File: src/rtl/ps2_dev_tx_fifo.sv
// PS/2 device-side transmitter: queues scan-code bytes and sends each as an 11-bit frame.
// Latency: IDLE->LOAD->SHIFT takes 2 cycles after a byte is queued; a frame lasts 22*HALF cycles.
// Backpressure: o_ready drops when the FIFO is full; host inhibit aborts and retries the head byte.
module ps2_dev_tx_fifo #(
  parameter int DIVISOR    = 5000,
  parameter int DEPTH      = 4,
  parameter int GAP_HALVES = 8
) (
  input  logic                       i_clk,
  input  logic                       i_rst_n,
  input  logic                       i_valid,
  input  logic [7:0]                 i_data,
  input  logic                       i_perr,
  output logic                       o_ready,
  input  logic                       i_inhibit,
  output logic                       o_ps2_clk,
  output logic                       o_ps2_data,
  output logic                       o_busy,
  output logic                       o_done,
  output logic                       o_abort,
  output logic [$clog2(DEPTH+1)-1:0] o_level
);

  localparam int HALF    = DIVISOR / 2;
  localparam int CW      = $clog2(HALF) + 1;
  localparam int PW      = $clog2(DEPTH);
  localparam int LW      = $clog2(DEPTH + 1);
  localparam int GAP_CYC = GAP_HALVES * HALF;
  localparam int GW      = $clog2(GAP_CYC) + 1;

  typedef enum logic [1:0] {IDLE, LOAD, SHIFT, GAP} state_t;

  // FIFO storage: {perr, data} per entry
  logic [8:0]    mem [DEPTH];
  logic [PW-1:0] wr_ptr;
  logic [PW-1:0] rd_ptr;
  logic [LW-1:0] count;
  logic          push;
  logic          pop;
  logic [8:0]    head;
  logic          head_par;

  // FSM state
  state_t        state;
  logic [CW-1:0] half_cnt;
  logic          low_ph;
  logic [3:0]    bit_k;
  logic [9:0]    frame_sr;   // bits k=1..10 still to be sent, LSB next
  logic [GW-1:0] gap_cnt;
  logic          half_end;
  logic          abort_now;

  // Ready comes from registered occupancy, so a push at full is dropped even if a pop coincides
  assign o_ready  = (count != LW'(DEPTH));
  assign push     = i_valid & o_ready;
  assign o_level  = count;
  assign o_busy   = (state != IDLE);

  assign head     = mem[rd_ptr];
  // Odd parity over the data byte, flipped when the entry was tagged for error injection
  assign head_par = ~(^head[7:0]) ^ head[8];

  assign half_end  = (half_cnt == CW'(HALF - 1));
  // Head is released only once the stop bit's low phase has fully elapsed
  assign pop       = (state == SHIFT) && low_ph && half_end && (bit_k == 4'd10);
  // Inhibit during the stop bit is ignored; earlier it kills the frame
  assign abort_now = (state == SHIFT) && i_inhibit && (bit_k != 4'd10);

  // FIFO payload write; contents need no reset since occupancy gates every read
  always_ff @(posedge i_clk) begin
    if (push) mem[wr_ptr] <= {i_perr, i_data};
  end

  // FIFO pointers and occupancy
  always_ff @(posedge i_clk) begin
    if (!i_rst_n) begin
      wr_ptr <= '0;
      rd_ptr <= '0;
      count  <= '0;
    end else begin
      if (push) wr_ptr <= wr_ptr + PW'(1);
      if (pop)  rd_ptr <= rd_ptr + PW'(1);
      case ({push, pop})
        2'b10:   count <= count + LW'(1);
        2'b01:   count <= count - LW'(1);
        default: count <= count;
      endcase
    end
  end

  // Frame sequencer with registered line and pulse outputs
  always_ff @(posedge i_clk) begin
    if (!i_rst_n) begin
      state      <= IDLE;
      half_cnt   <= '0;
      low_ph     <= 1'b0;
      bit_k      <= '0;
      frame_sr   <= '1;
      gap_cnt    <= '0;
      o_ps2_clk  <= 1'b1;
      o_ps2_data <= 1'b1;
      o_done     <= 1'b0;
      o_abort    <= 1'b0;
    end else begin
      o_done  <= 1'b0;
      o_abort <= 1'b0;
      case (state)
        IDLE: begin
          o_ps2_clk  <= 1'b1;
          o_ps2_data <= 1'b1;
          if (count != '0 && !i_inhibit) state <= LOAD;
        end
        LOAD: begin
          // Start bit goes straight onto the line; the rest waits in the shifter
          frame_sr   <= {1'b1, head_par, head[7:0]};
          o_ps2_clk  <= 1'b1;
          o_ps2_data <= 1'b0;
          half_cnt   <= '0;
          low_ph     <= 1'b0;
          bit_k      <= '0;
          state      <= SHIFT;
        end
        SHIFT: begin
          if (abort_now) begin
            o_ps2_clk  <= 1'b1;
            o_ps2_data <= 1'b1;
            o_abort    <= 1'b1;
            gap_cnt    <= '0;
            state      <= GAP;
          end else if (!half_end) begin
            half_cnt <= half_cnt + CW'(1);
          end else begin
            half_cnt <= '0;
            if (!low_ph) begin
              low_ph    <= 1'b1;
              o_ps2_clk <= 1'b0;
            end else if (bit_k == 4'd10) begin
              o_ps2_clk  <= 1'b1;
              o_ps2_data <= 1'b1;
              o_done     <= 1'b1;
              gap_cnt    <= '0;
              state      <= GAP;
            end else begin
              // Data only changes at the start of a high phase
              low_ph     <= 1'b0;
              o_ps2_clk  <= 1'b1;
              o_ps2_data <= frame_sr[0];
              frame_sr   <= {1'b1, frame_sr[9:1]};
              bit_k      <= bit_k + 4'd1;
            end
          end
        end
        GAP: begin
          o_ps2_clk  <= 1'b1;
          o_ps2_data <= 1'b1;
          // Gap must be uninterrupted: any inhibit restarts the count
          if (i_inhibit)                           gap_cnt <= '0;
          else if (gap_cnt == GW'(GAP_CYC - 1))    state   <= IDLE;
          else                                     gap_cnt <= gap_cnt + GW'(1);
        end
        default: state <= IDLE;
      endcase
    end
  end

endmodule

File: config.mk
export PLATFORM = sky130hd
export DESIGN_NAME = ps2_dev_tx_fifo
export DESIGN_NICKNAME = d
export VERILOG_FILES = /design/src/rtl/ps2_dev_tx_fifo.sv
export SDC_FILE = /design/constraint.sdc
export NUM_CORES = 1
export LEC_CHECK = 0
export ABC_AREA = 1
export BUFFER_PORTS_ARGS = -buffer_cell sky130_fd_sc_hd__buf_2
export CORE_ASPECT_RATIO = 2
export CORE_MARGIN = 5
export CORE_UTILIZATION = 50
export DETAILED_ROUTE_END_ITERATION = 16
export GPL_ROUTABILITY_DRIVEN = 0
export PLACE_DENSITY = 0.76
export SLEW_MARGIN = 15
export SYNTH_ARGS = -nofsm -noshare
export SYNTH_HDL_FRONTEND = slang
export SYNTH_SLANG_ARGS = --single-unit
File: constraint.sdc
create_clock -name i_clk -period 4.86 [get_ports i_clk]
set_clock_uncertainty 0.15 [all_clocks]
set_input_delay 0.243 -clock i_clk [delete_from_list [all_inputs] [get_ports i_clk]]
set_output_delay 0.243 -clock i_clk [all_outputs]
set_load 0.05 [all_outputs]
Yosys cells after proc, flatten, opt, wreduce, memory -nomap -nowiden --
Memory sizes are Yosys's and may differ from the RTL's. A register that Yosys moved wholly into a read port is not among the register bits. Index checks and enable logic that the tools add are counted.
Storage, ports and cells: flip-flop bits (word level) 57, output and inout bits 9, memories kept 1, RAM bits 36
Operators by class: reductions and logical operators 24, add/sub/neg operators 7, bitwise operators 7, multiplexer cells 48, eq/ne operators 21
Memory list:
- mem | words 4, width 9, rd ports 1, clocked after Yosys merged registers in 1, wr ports 1, RTL line 34 | logic [8:0] mem [DEPTH];
Operator list (count):
- 16-bit 2-to-1 mux | 6
- 10-bit 2-to-1 mux | 4
- 16-bit one-hot mux with 2 select lines | 1
- 13-bit 2-to-1 mux | 2
- 13-bit one-hot mux with 2 select lines | 1
- 10-bit one-hot mux with 2 select lines | 1
- 2-bit 2-to-1 mux | 9
- 16-bit by 1-bit adder with 16-bit output, second input constant | 1
- 16-bit by 15-bit equality test with 1-bit output, second input constant | 1
- 4-bit 2-to-1 mux | 4
- 3-bit != test, second input constant | 5
- 1-bit 2-to-1 mux | 14
- 2-bit != test, second input constant | 7
- 13-bit by 1-bit adder with 13-bit output, second input constant | 1
- 13-bit by 12-bit equality test with 1-bit output, second input constant | 1
- 5-bit AND reduction | 2
- 2-bit one-hot mux with 4 select lines | 1
- 4-bit one-hot mux with 2 select lines | 1
- 2-bit nonzero test | 4
- 8-bit XOR reduction | 1
- 2-bit equality test, second input constant | 3
- 1-bit logical AND | 6
- 3-bit one-hot mux with 2 select lines | 1
- 2-bit AND reduction | 3
- other kinds (20) | 27

Longest topological paths before layout --
Gate-level depths: netlist (run 1).
depth after elaboration 6, gate-level depth with buffers 16

Least setup slack after synthesis (run 1) --
Ideal clock, no wire load.
kind flip-flop to flip-flop, start point reg count[2] (netlist: o_level[2]), end point reg count[2] (netlist: o_level[2]), path slack 2.190 ns, cell stages (with the launch flop) 10, buffers on the path 0, data arrival time 2.397 ns, library setup time 0.122 ns, cells stage by stage dfxtp_1 nand2_1 nand2_1 ha_1 inv_1 fa_1 a21oi_1 o21ai_0 o21ai_0 a21oi_1
On the way: longest elaborated chain between the ends 4, elaborated cells on any way between the ends 8
RTL lines:
- start: declaration | RTL line 37 | logic [LW-1:0] count;
- start signal: assignment | RTL line 84 | 2'b10: count <= count + LW'(1);
- start signal: assignment | RTL line 85 | 2'b01: count <= count - LW'(1);
- start signal: assignment | RTL line 86 | default: count <= count;
- 3-bit != test * | RTL line 54 | assign o_ready = (count != LW'(DEPTH));
- via o_ready | RTL line 14 | output logic o_ready,
- 1-bit bitwise AND * | RTL line 55 | assign push = i_valid & o_ready;
- 2-bit by 1-bit equality test with 1-bit output or 2-bit equality test (tied branches) | RTL line 83 | case ({push, pop})
- 3-bit one-hot mux with 2 select lines or 2-bit nonzero test (tied branches)
Mark *: on every way through the listed nets, which the timed path passes. The rest lies on a longest branch. A chain may end at the register's enable or synchronous reset.

Final worst setup path (run 1) --
start point reg state[0], end point reg bit_k[2]
On the way: longest elaborated chain between the ends 5, elaborated cells on any way between the ends 11
RTL lines:
- start: declaration | RTL line 44 | state_t state;
- start signal: assignment | RTL line 94 | state <= IDLE;
- start signal: assignment | RTL line 111 | if (count != '0 && !i_inhibit) state <= LOAD;
- start signal: assignment | RTL line 121 | state <= SHIFT;
- 2-bit equality test | RTL line 67, 107
- 1-bit logical AND (2 in a row) | RTL line 67 | assign abort_now = (state == SHIFT) && i_inhibit && (bit_k != 4'd10);
- 2-bit != test (no line)
- 5-bit AND reduction (no line)
- end signal: assignment | RTL line 149 | bit_k <= bit_k + 4'd1;
- end: declaration | RTL line 47 | logic [3:0] bit_k;
Several ways; a longest one is shown, not always the timed one.

==> results.rst, run 1 <==
.. list-table::
   :header-rows: 1

   * - Metric
     - Value
   * - Count of nets after finishing
     - around 640
   * - Setup total negative slack
     - 0 ns
   * - Initial DRC Count
     - ~250
   * - Gates resized, CTS repair
     - 0
   * - IO Port Bufs
     - 21
   * - Placeable Area
     - around 0.0093 sq mm
   * - Initial DRT Pass Iterations
     - 5
   * - Synth Flop Type
     - dfxtp_1
   * - Synthesis-to-finish area growth
     - 11.5%
   * - Average size of a mapped cell
     - about 8 sq um
   * - Total of fill cells in the finished design
     - just over 800
   * - Placed Instances
     - 700
   * - HPWL Detailed
     - 7730 um
   * - Vias after detailed routing
     - 3956
   * - CP max stage cell
     - nand3_1
   * - H-Tree Level Count
     - 3
   * - Fin. max-slew vios
     - 0
   * - I/O Pins
     - 22
   * - First-pass GRT wire length
     - 17900 um
   * - Residual DRC count
     - 0
   * - Post-CTS Hold Buffers
     - 9
   * - Number of global-route vias before repair
     - 3997
   * - Startpoint type of the worst setup path
     - register
   * - Peak clock frequency supported by timing
     - approximately 330 MHz
   * - Unique cell type count in the Yosys netlist
     - 45
   * - Leakage
     - roughly 2.1 nW
   * - RSZ-0062 raised after global routing
     - no
   * - Final Instance Count excl. Fillers
     - just over 700
   * - Maximum fanout along the worst path
     - 22
   * - Worst Hold Class
     - in -> reg
   * - Total routing resource utilization after global routing
     - 19.6%
   * - Sinks on Clock Net
     - 94
   * - Share of synthesized registers carrying an async set or reset
     - 0%
   * - Maximum buffer depth of the clock tree
     - 2
   * - Chip Width
     - just under 80 um
   * - Register area share after synthesis
     - around 48%
   * - Count of buffers added by post-CTS timing repair for setup
     - 0
   * - Routed Antenna Nets
     - 0
   * - Number of buffers created by CTS
     - 9
   * - Data required time at the worst endpoint
     - between 4 and 5 ns
   * - Layout cell share with drive strength beyond 1
     - 8.37%
   * - Endpoint kind of the worst setup timing path
     - register
   * - # rows
     - 50
   * - Largest cells by area after synthesis
     - dfxtp_1 (25%), edfxtp_1 (23%), nand2_1 (14%)
   * - Clock-pin slew on the worst setup and hold paths
     - 0.06 ns
   * - Via-to-Cell Ratio
     - between 5 and 6
   * - Total nets after synthesis
     - about 620
   * - Share of the clock period used by the worst path
     - between 60% and 70%
   * - Grt total ovfl
     - 0
   * - Worst path cell trace
     - inv_1, ha_1, o21ai_1, inv_1, nand3_1, inv_1, nand2_1, xor2_1, nor2_1
   * - Startpoint-to-endpoint class of the critical path
     - reg -> reg
   * - Pin count of the biggest net entering global routing
     - 30
   * - Total of flip-flops plus latches after synthesis
     - 94
   * - Count of maximum capacitance violations
     - 0
   * - Hold violation count in the final report
     - 0
   * - Crit path top cell by count
     - inv_1
   * - PwrDens
     - roughly 410 mW/mm^2
   * - Total die area
     - between 0.01 and 0.015 sq mm
   * - Crit path DAT
     - 3.10 ns
   * - Antenna Diode Count
     - 0
   * - Clock network latency to the later pin of the worst-skew pair
     - 0.34 ns
   * - Overall Power
     - roughly 0.0022 W
   * - Effective utilization at floorplan
     - ~51%
   * - Most used cells in the layout excluding fill and tap cells
     - nand2_1 (176), inv_1 (63), dfxtp_1 (58)
   * - Initial antenna violation count
     - 0
   * - Most common cell after layout, fill and taps aside
     - nand2_1
   * - Transition at the pin with the smallest max-transition slack
     - ~0.9 ns
   * - Delay of the slowest cell on the worst path
     - between 0.6 and 0.7 ns
   * - Final Routed Wirelength
     - 10600 um
   * - Final-layout worst hold slack
     - about 0.18 ns
   * - Cell area after technology mapping
     - 0.00468 sq mm
   * - Portion of synthesized cell area occupied by the leading cell type
     - between 20% and 30%
   * - Root Buffer
     - clkbuf_16
   * - Library cell with the largest summed area after synthesis
     - dfxtp_1
   * - Maximum ir drop on the vdd rail
     - approximately 0.0003 V
   * - Count of warnings emitted by yosys
     - 0
   * - Min Tclk post-route
     - just over 3 ns
   * - Vertical die dimension
     - about 150 um
   * - Run status
     - completed
   * - Setup violation total in the final timing report
     - 0
   * - Number of instances in the synthesized netlist
     - approximately 590
   * - Worst-case headroom to the max-slew limit
     - between 30% and 40%
   * - Routed len/inst
     - between 10 and 15 um
   * - TritonCTS clock tree
     - yes
   * - EDFF count, synth
     - 36
==> synthesized netlist by cell type, drive strengths merged (4+ instances only) <==
cell type    n
inv         68
clkbuf       6
ha          14
nor3        19
nand2      177
nand4        9
nor3b        5
nor4         4
edfxtp      36
o211ai       8
dfxtp       58
a21oi       31
o21ai       29
nand3       45
nor2        49
buf         12
==> flip-flops by register name, summed over array words and instances (netlist names), named ones only <==
name / cells
mem: 36
bit_k: 4
frame_sr: 9
o_ps2_clk: 1
o_ps2_data: 1
o_done: 1
half_cnt: 13
state: 2
rd_ptr: 2
low_ph: 1
o_level: 3
wr_ptr: 2
gap_cnt: 16
o_abort: 1
==> stage by stage <==
step                      cell area (sq um)  worst slack (ns)  utilization, %
after floorplan                        4680              2.19               -
final                                  5220              1.82            56.4
after global placement                 4810              2.08            52.0
after detailed placement               4810              1.91            52.0
after global routing                   5220              1.41            56.4
after CTS                              5220              1.83            56.4
==> final timing paths <==
path                             startpoint          end  slack (ns)  cells after the start
worst max-delay path               state[0]     bit_k[2]        1.82                      9
worst min register to register  frame_sr[5]  frame_sr[5]        0.33                      2
worst min-delay path              i_inhibit      o_abort        0.18                      3
worst max register to register     state[0]     bit_k[2]        1.82                      9
==> worst max-delay path, delay by kind of cell (launching register included) <==
kind	cells	cell delay (ns)
AND/OR/NAND/NOR	3	0.83
AO/OA/AOI/OAI	1	0.58
buffers and inverters	3	0.54
flip-flops	1	0.36
adder cells (fa/ha/maj)	1	0.30
XOR/XNOR	1	0.16
==> layer usage <==
| layer | vias up | track usage (%) | routed length [um] |
|---|---|---|---|
| li1 | 2005 | - | - |
| met1 | 1846 | 19.4 | 3950 |
| met2 | 79 | 38.2 | 5980 |
| met3 | 26 | 3.56 | 329 |
| met4 | 0 | 8.76 | 344 |
| met5 | - | 0 | 0 |
==> power breakdown <==
part           switching, W  internal (W)
clock              0.000294      0.000453
sequential        0.0000418      0.000886
combinational      0.000347      0.000138
total              0.000682       0.00148
==> logic make-up (layout without fill, tap and decap cells) <==
logic type	count (synthesis)	in the layout	share of synthesized area [%]
compound gates	81	81	10.1
flops	94	94	47.9
simple gates	314	314	29.5
buf+inv	86	114	7.83
fa+ha+maj	15	15	4.17
xor+xnor	3	3	0.561
==> area by class of cell <==
type                    count  area, sq um  area share [%]
clock inverters             7         95.1            1.82
well taps                 104          130            2.49
multi-input cells         413         2070            39.7
inverters                  68          260            4.98
flip-flops and latches     94         2240            42.9
repair buffers             30          195            3.74
clock buffers               9          225            4.31
No activity file was read; power rests on OpenSTA's default activity.
==> run 2: changes to the inputs <==
--- a/config.mk
+++ b/config.mk
@@ -5,7 +5,7 @@
 export SDC_FILE = /design/constraint.sdc
 export NUM_CORES = 1
 export LEC_CHECK = 0
-export ABC_AREA = 1
+export ABC_AREA = 0
 export BUFFER_PORTS_ARGS = -buffer_cell sky130_fd_sc_hd__buf_2
 export CORE_ASPECT_RATIO = 2
 export CORE_MARGIN = 5
==> constraint.sdc (replaced) <==
create_clock -name i_clk -period 3.05 [get_ports i_clk]
set_clock_uncertainty 0.15 [all_clocks]
set_input_delay 0.1525 -clock i_clk [delete_from_list [all_inputs] [get_ports i_clk]]
set_output_delay 0.1525 -clock i_clk [all_outputs]
set_load 0.05 [all_outputs]
==> run 2 against run 1 <==
  * Register-to-register slack got worse by 1.7 ns
  * Critical endpoint is now o_level[2]
  * Hold slack got worse by 0.061 ns
  * Fmax rose by 5.3%
==> results.rst, run 2 <==
.. list-table::
   :header-rows: 1

   * - Metric
     - Value
   * - Final-layout worst hold slack
     - 0.115 ns (was 0.175 ns)
   * - Most common cell after layout, fill and taps aside
     - dfxtp_1 (was nand2_1)
   * - PwrDens
     - 686 mW/mm^2 (was 414 mW/mm^2)
   * - Peak clock frequency supported by timing
     - 347 MHz (was 329 MHz)
   * - Delay of the slowest cell on the worst path
     - 0.51 ns (was 0.64 ns)
   * - Worst-case headroom to the max-slew limit
     - 31.9% (was 39.3%)
   * - Share of the clock period used by the worst path
     - 94.6% (was 62.5%)
   * - Number of buffers created by CTS
     - 9 (unchanged)
   * - Synth Flop Type
     - dfxtp_1 (unchanged)
   * - Grt total ovfl
     - 0 (unchanged)
   * - Crit path DAT
     - 3.02 ns (was 3.10 ns)
   * - Cell area after technology mapping
     - 0.00436 sq mm (was 0.00468 sq mm)
   * - Hold EP
     - wr_ptr[1] (was o_abort)
   * - Total of fill cells in the finished design
     - 695 (was 828)
   * - TritonCTS clock tree
     - yes (unchanged)
   * - Sinks on Clock Net
     - 94 (unchanged)
   * - HPWL Detailed
     - 6580 um (was 7730 um)
   * - Number of instances in the synthesized netlist
     - 390 (was 593)
   * - Via-to-Cell Ratio
     - 5.98 (was 5.46)
   * - Reg with most FFs
     - mem (unchanged)
   * - Final worst slack
     - 0.165 ns (was 1.82 ns)
   * - Count of nets after finishing
     - 459 (was 644)
   * - Transition at the pin with the smallest max-transition slack
     - 1.02 ns (was 0.907 ns)
   * - Reg-to-reg critical path startpoint
     - half_cnt[1] (was state[0])
   * - Fin. max-slew vios
     - 0 (unchanged)
   * - Worst path cell trace
     - ha_1, or4b_4, nor3_4, nand2_2, nor2_2, ha_2, inv_1, fa_1, xor2_1, or3_1, a21oi_1 (was inv_1, ha_1, o21ai_1, inv_1, nand3_1, inv_1, nand2_1, xor2_1, nor2_1)
   * - Start point of the worst min-delay path
     - i_valid (was i_inhibit)
   * - Library cell with the largest summed area after synthesis
     - dfxtp_1 (unchanged)
   * - Total routing resource utilization after global routing
     - 17.6% (was 19.6%)
   * - Routed Antenna Nets
     - 0 (unchanged)
   * - Largest cells by area after synthesis
     - dfxtp_1 (27%), edfxtp_1 (25%), mux4_2 (4.7%) (was dfxtp_1 (25%), edfxtp_1 (23%), nand2_1 (14%))
   * - Count of maximum capacitance violations
     - 0 (unchanged)
   * - Maximum fanout along the worst path
     - 3 (was 22)
   * - EDFF count, synth
     - 36 (unchanged)
   * - Register area share after synthesis
     - 51.5% (was 47.9%)
   * - # rows
     - 48 (was 50)
   * - Endpoint of the lowest-slack register-to-register path
     - o_level[2] (was bit_k[2])
   * - Average size of a mapped cell
     - 11.2 sq um (was 7.90 sq um)
   * - Pin count of the biggest net entering global routing
     - 31 (was 30)
   * - Vias after detailed routing
     - 3206 (was 3956)
   * - Worst R2R Setup Slack
     - 0.16 ns (was 1.82 ns)
   * - Chip Width
     - 76.0 um (was 78.4 um)
   * - Setup total negative slack
     - 0 ns (unchanged)
   * - Initial DRT Pass Iterations
     - 4 (was 5)
   * - Portion of synthesized cell area occupied by the leading cell type
     - 26.7% (was 24.8%)
   * - Count of warnings emitted by yosys
     - 0 (unchanged)
   * - Most used cells in the layout excluding fill and tap cells
     - dfxtp_1 (57), edfxtp_1 (36), a21oi_1 (27) (was nand2_1 (176), inv_1 (63), dfxtp_1 (58))
   * - CP max stage cell
     - or4b_4 (was nand3_1)
   * - First-pass GRT wire length
     - 15100 um (was 17900 um)
   * - Data required time at the worst endpoint
     - 3.18 ns (was 4.92 ns)
   * - Register-to-Register Path Depth
     - 11 (was 9)
   * - Layout cell share with drive strength beyond 1
     - 16.7% (was 8.37%)
   * - Worst Hold Depth
     - 4 (was 3)
   * - Synth cell count leaders
     - dfxtp_1 (58), edfxtp_1 (36), nor2_1 (28) (was nand2_1 (176), inv_1 (63), dfxtp_1 (58))
   * - Hold violation count in the final report
     - 0 (unchanged)
   * - Initial DRC Count
     - 115 (was 247)
   * - Total die area
     - 0.0108 sq mm (was 0.0115 sq mm)
   * - IO Port Bufs
     - 21 (unchanged)
   * - Setup violation total in the final timing report
     - 0 (unchanged)
   * - Antenna Diode Count
     - 0 (unchanged)
   * - Maximum buffer depth of the clock tree
     - 2 (unchanged)
   * - Root Buffer
     - clkbuf_16 (unchanged)
   * - Total of flip-flops plus latches after synthesis
     - 94 (unchanged)
   * - Effective utilization at floorplan
     - 50.7% (was 50.6%)
   * - Leakage
     - 1.74 nW (was 2.11 nW)
   * - Share of synthesized registers carrying an async set or reset
     - 0% (unchanged)
   * - H-Tree Level Count
     - 3 (unchanged)
   * - Synthesis-to-finish area growth
     - 15.6% (was 11.5%)
   * - Clock-pin slew on the worst setup and hold paths
     - 0.07 ns (was 0.06 ns)
   * - Combined area of the multi-input logic cells
     - 0.00197 sq mm (was 0.00207 sq mm)
   * - I/O Pins
     - 22 (unchanged)
   * - Initial antenna violation count
     - 0 (unchanged)
   * - Number of global-route vias before repair
     - 3236 (was 3997)
   * - Final Routed Wirelength
     - 9110 um (was 10600 um)
   * - Startpoint-to-endpoint class of the critical path
     - reg -> reg (unchanged)
   * - Startpoint type of the worst setup path
     - register (unchanged)
   * - Area after DPL
     - 0.00460 sq mm (was 0.00481 sq mm)
   * - Cell with the most instances after synthesis
     - dfxtp_1 (was nand2_1)
   * - Endpoint kind of the worst setup timing path
     - register (unchanged)
   * - Vertical die dimension
     - 142 um (was 147 um)
   * - Number of flip-flops under the largest register name
     - 36 (unchanged)
   * - Worst Hold Class
     - in -> reg (unchanged)
   * - Setup slack after placement
     - 0.124 ns (was 1.91 ns)
   * - Min Tclk post-route
     - 2.89 ns (was 3.04 ns)
   * - Total nets after synthesis
     - 418 (was 621)
   * - Placeable Area
     - 0.00859 sq mm (was 0.00926 sq mm)
   * - Registers with the most flip-flops
     - mem (36), gap_cnt (16), half_cnt (13) (unchanged)
   * - Maximum ir drop on the vdd rail
     - 0.000454 V (was 0.000296 V)
   * - Post-Layout Inst Area
     - 0.00504 sq mm (was 0.00522 sq mm)
   * - Register Area
     - 0.00224 sq mm (about the same)
   * - Unique cell type count in the Yosys netlist
     - 57 (was 45)
   * - Clock network latency to the later pin of the worst-skew pair
     - 0.35 ns (was 0.34 ns)
   * - Placed Instances
     - 509 (was 700)
   * - Final Instance Count excl. Fillers
     - 536 (was 725)
   * - Routed len/inst
     - 17.0 um (was 14.6 um)
   * - Residual DRC count
     - 0 (unchanged)
   * - Run status
     - completed (unchanged)
[run 2: metrics by stage]
stage | power, W | util (%)
after CTS | 0.00347 | 58.5
after floorplan | 0.00211 | -
after global routing | 0.00362 | 58.6
after global placement | 0.00226 | 53.6
after detailed placement | 0.00229 | 53.6
final | 0.00346 | 58.6
[run 2: layer usage]
layer  track usage (%)  routed length [um]  vias to the layer above
met5                 0                   0                        -
met4              9.94                 340                        0
met3              4.18                 287                       30
met2              33.0                5160                       57
met1              17.3                3320                     1556
li1                  -                   -                     1563
[run 2: worst max-delay path: cells and delay by family (launching register included)]
kind / cells / cell delay, ns
AO/OA/AOI/OAI: 1 / 0.14
XOR/XNOR: 1 / 0.15
buffers and inverters: 1 / 0.05
flip-flops: 1 / 0.36
adder cells (fa/ha/maj): 3 / 0.73
AND/OR/NAND/NOR: 5 / 1.24
[run 2: area by class of cell]
cell class	count	area share, %
timing repair buffer	44	6.06
clock buffer	9	4.47
clock inverter	7	1.76
tap	100	2.48
multi-input combinational	261	39.1
inverter	21	1.57
sequential	94	44.5
[run 2: worst max path at each step]
stage / start / end / cells past startpoint
2_1_floorplan: half_cnt[0] / o_level[2] / 11
6_report: half_cnt[1] / o_level[2] / 11
5_1_grt: half_cnt[1] / o_level[2] / 11
3_5_place_dp: half_cnt[0] / o_level[2] / 11
3_3_place_gp: half_cnt[0] / o_level[2] / 11
4_1_cts: half_cnt[0] / o_level[2] / 11
[run 2: what timing repair did]
item	4_1_cts	5_1_grt
buffers inserted	0	0
endpoints found under the hold margin	40	0
endpoints found under the setup margin	0	1
hold buffers	11	0
resized for setup	0	4
[run 2: logic make-up (layout without fill, tap and decap cells)]
family / after synthesis / count (layout) / synth area share (%)
AO/OA/AOI/OAI: 91 / 91 / 13.6
XOR/XNOR: 21 / 21 / 4.54
adder cells (fa/ha/maj): 15 / 15 / 4.48
buffers and inverters: 35 / 81 / 3.68
flip-flops: 94 / 94 / 51.5
AND/OR/NAND/NOR: 115 / 115 / 15.3
multiplexers: 19 / 19 / 6.95
[run 2: where the power goes]
| group | total (W) | switching (W) | internal, W | leakage [nW] |
|---|---|---|---|---|
| logic | 0.000827 | 0.000543 | 0.000284 | 0.786 |
| clock network | 0.00117 | 0.000512 | 0.000658 | 0.152 |
| registers | 0.00146 | 0.0000571 | 0.00140 | 0.802 |
==> run 3: changes to the inputs <==
==> constraint.sdc (replaced) <==
create_clock -name i_clk -period 3.05 [get_ports i_clk]
set_clock_uncertainty 0.15 [all_clocks]
set_input_delay 0 -clock i_clk [delete_from_list [all_inputs] [get_ports i_clk]]
set_output_delay 0 -clock i_clk [all_outputs]
set_load 0.05 [all_outputs]
==> run 3 against run 2 <==
  * Non-clock buffer count rose by 1
  * Via count rose by 0.12%
  * Fmax about the same
  * Die area is the same
  * Cell count up 0.19%
  * Hold slack gained 0.14 ns
  * First-iteration DRC count increased by 5.2%
  * Register-to-register slack about the same
  * Combinational power about the same
  * Global-route usage about the same
  * Final area up 0.20%
==> results.rst, run 3 (synthesized netlist as in run 2, its figures left out) <==
.. list-table::
   :header-rows: 1

   * - Metric
     - Value
   * - IO Port Bufs
     - 21 (unchanged)
   * - Placeable Area
     - 0.00859 sq mm (unchanged)
   * - PwrDens
     - 686 mW/mm^2 (about the same)
   * - Maximum fanout along the worst path
     - 3 (unchanged)
   * - Grt total ovfl
     - 0 (unchanged)
   * - Maximum ir drop on the vdd rail
     - 0.000451 V (was 0.000454 V)
   * - Hold violation count in the final report
     - 0 (unchanged)
   * - Count of maximum capacitance violations
     - 0 (unchanged)
   * - Registers with the most flip-flops
     - mem (36), gap_cnt (16), half_cnt (13) (unchanged)
   * - Placed Instances
     - 509 (unchanged)
   * - Met1 track demand over resource in global routing
     - 17.4% (was 17.3%)
   * - Layout cell share with drive strength beyond 1
     - 16.7% (about the same)
   * - I/O Pins
     - 22 (unchanged)
   * - Root Buffer
     - clkbuf_16 (unchanged)
   * - Setup total negative slack
     - 0 ns (unchanged)
   * - Sinks on Clock Net
     - 94 (unchanged)
   * - Number of buffers created by CTS
     - 9 (unchanged)
   * - Clock network latency to the later pin of the worst-skew pair
     - 0.35 ns (about the same)
   * - Most used cells in the layout excluding fill and tap cells
     - dfxtp_1 (57), edfxtp_1 (36), a21oi_1 (27) (unchanged)
   * - Number of global-route vias before repair
     - 3235 (was 3236)
   * - Peak clock frequency supported by timing
     - 347 MHz (about the same)
   * - Synthesis-to-finish area growth
     - 15.8% (was 15.6%)
   * - Routed Antenna Nets
     - 0 (unchanged)
   * - Data required time at the worst endpoint
     - 3.18 ns (about the same)
   * - Final Routed Wirelength
     - 9140 um (was 9110 um)
   * - Startpoint type of the worst setup path
     - register (unchanged)
   * - Number of flip-flops under the largest register name
     - 36 (unchanged)
   * - Met2 track demand over resource
     - 33.0% (unchanged)
   * - H-Tree Level Count
     - 3 (unchanged)
   * - Most common cell after layout, fill and taps aside
     - dfxtp_1 (unchanged)
   * - Fin. max-slew vios
     - 0 (unchanged)
   * - Transition at the pin with the smallest max-transition slack
     - 1.02 ns (about the same)
   * - Share of the clock period used by the worst path
     - 94.6% (about the same)
   * - Vias after detailed routing
     - 3210 (was 3206)
   * - TritonCTS clock tree
     - yes (unchanged)
   * - # rows
     - 48 (unchanged)
   * - Antenna Diode Count
     - 0 (unchanged)
   * - Worst Hold Class
     - in -> reg (unchanged)
   * - Total routing resource utilization after global routing
     - 17.6% (about the same)
   * - Setup slack after placement
     - 0.124 ns (unchanged)
   * - Setup violation total in the final timing report
     - 0 (unchanged)
   * - Pin count of the biggest net entering global routing
     - 31 (unchanged)
   * - Final Instance Count excl. Fillers
     - 537 (was 536)
   * - Initial DRT Pass Iterations
     - 4 (unchanged)
   * - Chip Width
     - 76.0 um (unchanged)
   * - Met3 track demand over resource in global routing
     - 4.18% (unchanged)
   * - Crit path DAT
     - 3.02 ns (about the same)
   * - Effective utilization at floorplan
     - 50.7% (unchanged)
   * - Initial DRC Count
     - 121 (was 115)
   * - Clock-pin slew on the worst setup and hold paths
     - 0.07 ns (about the same)
   * - Vertical die dimension
     - 142 um (unchanged)
   * - Endpoint kind of the worst setup timing path
     - register (unchanged)
   * - First-pass GRT wire length
     - 15100 um (about the same)
   * - Gr busiest metal
     - met2 (unchanged)
   * - Final worst slack
     - 0.165 ns (about the same)
   * - Startpoint-to-endpoint class of the critical path
     - reg -> reg (unchanged)
   * - HPWL Detailed
     - 6580 um (unchanged)
   * - Reg with most FFs
     - mem (unchanged)
   * - Area after DPL
     - 0.00460 sq mm (unchanged)
   * - Worst-case headroom to the max-slew limit
     - 31.8% (was 31.9%)
   * - Leakage
     - 1.74 nW (about the same)
   * - Overall Power
     - 0.00346 W (about the same)
   * - Routed len/inst
     - 17.0 um (about the same)
   * - Min Tclk post-route
     - 2.89 ns (about the same)
   * - Count of buffers added by post-CTS timing repair for setup
     - 0 (unchanged)
   * - Residual DRC count
     - 0 (unchanged)
   * - Post-Layout Inst Area
     - 0.00505 sq mm (was 0.00504 sq mm)
   * - Run status
     - completed (unchanged)
   * - Via-to-Cell Ratio
     - 5.98 (about the same)
   * - Total die area
     - 0.0108 sq mm (unchanged)
   * - Maximum buffer depth of the clock tree
     - 2 (unchanged)
   * - Count of nets after finishing
     - 460 (was 459)
   * - Initial antenna violation count
     - 0 (unchanged)
==> run 3: through the flow <==
stage | hold WS (ns) | util, %
floorplan | -0.0511 | -
global placement | 0.0594 | 53.6
detailed placement | 0.0660 | 53.6
CTS | 0.238 | 58.6
global route | 0.262 | 58.8
finish | 0.253 | 58.8
==> run 3: power by group <==
part,leakage (nW),internal [W],switching [W],total [W]
logic,0.791,0.000285,0.000543,0.000828
registers,0.802,0.00140,0.0000575,0.00146
clock network,0.152,0.000658,0.000514,0.00117
total,1.74,0.00235,0.00111,0.00346
==> run 3: cell type report <==
class | instances | area (sq um)
Sequential cell | 94 | 2240
Fill cell | 694 | 3540
Inverter | 21 | 78.8
Tap cell | 100 | 125
Clock buffer | 9 | 225
Timing Repair Buffer | 45 | 315
Clock inverter | 7 | 88.8
Multi-Input combinational cell | 261 | 1970
==> run 3: path summary, 6_finish.rpt <==
kind                                   from          end  slack (ns)  cells after the start
worst max-delay path            half_cnt[1]   o_level[2]        0.16                     11
worst min-delay path              i_data[0]    mem[1][0]        0.25                      2
worst max register to register  half_cnt[1]   o_level[2]        0.16                     11
worst min register to register  gap_cnt[13]  gap_cnt[13]        0.34                      2
==> run 3: timing repair <==
action | CTS | global route
gates resized for setup | 0 | 4
endpoints found under the hold margin | 53 | 0
hold buffers | 12 | 0
endpoints found under the setup margin | 0 | 1
==> run 3: routing by layer <==
metal	share of wire [%]	vias to the layer above
met3	3.1	30
met2	57	61
met4	3.7	0
li1	-	1562
met5	0	-
met1	37	1557
==> run 3: worst max-delay path: stages (launching register included) <==
cell and delay (ns):
dfxtp_1 0.36, ha_1 0.17, or4b_4 0.51, nor3_4 0.20
nand2_2 0.10, nor2_2 0.12, ha_2 0.19, inv_1 0.05
fa_1 0.37, xor2_1 0.15, or3_1 0.31, a21oi_1 0.14
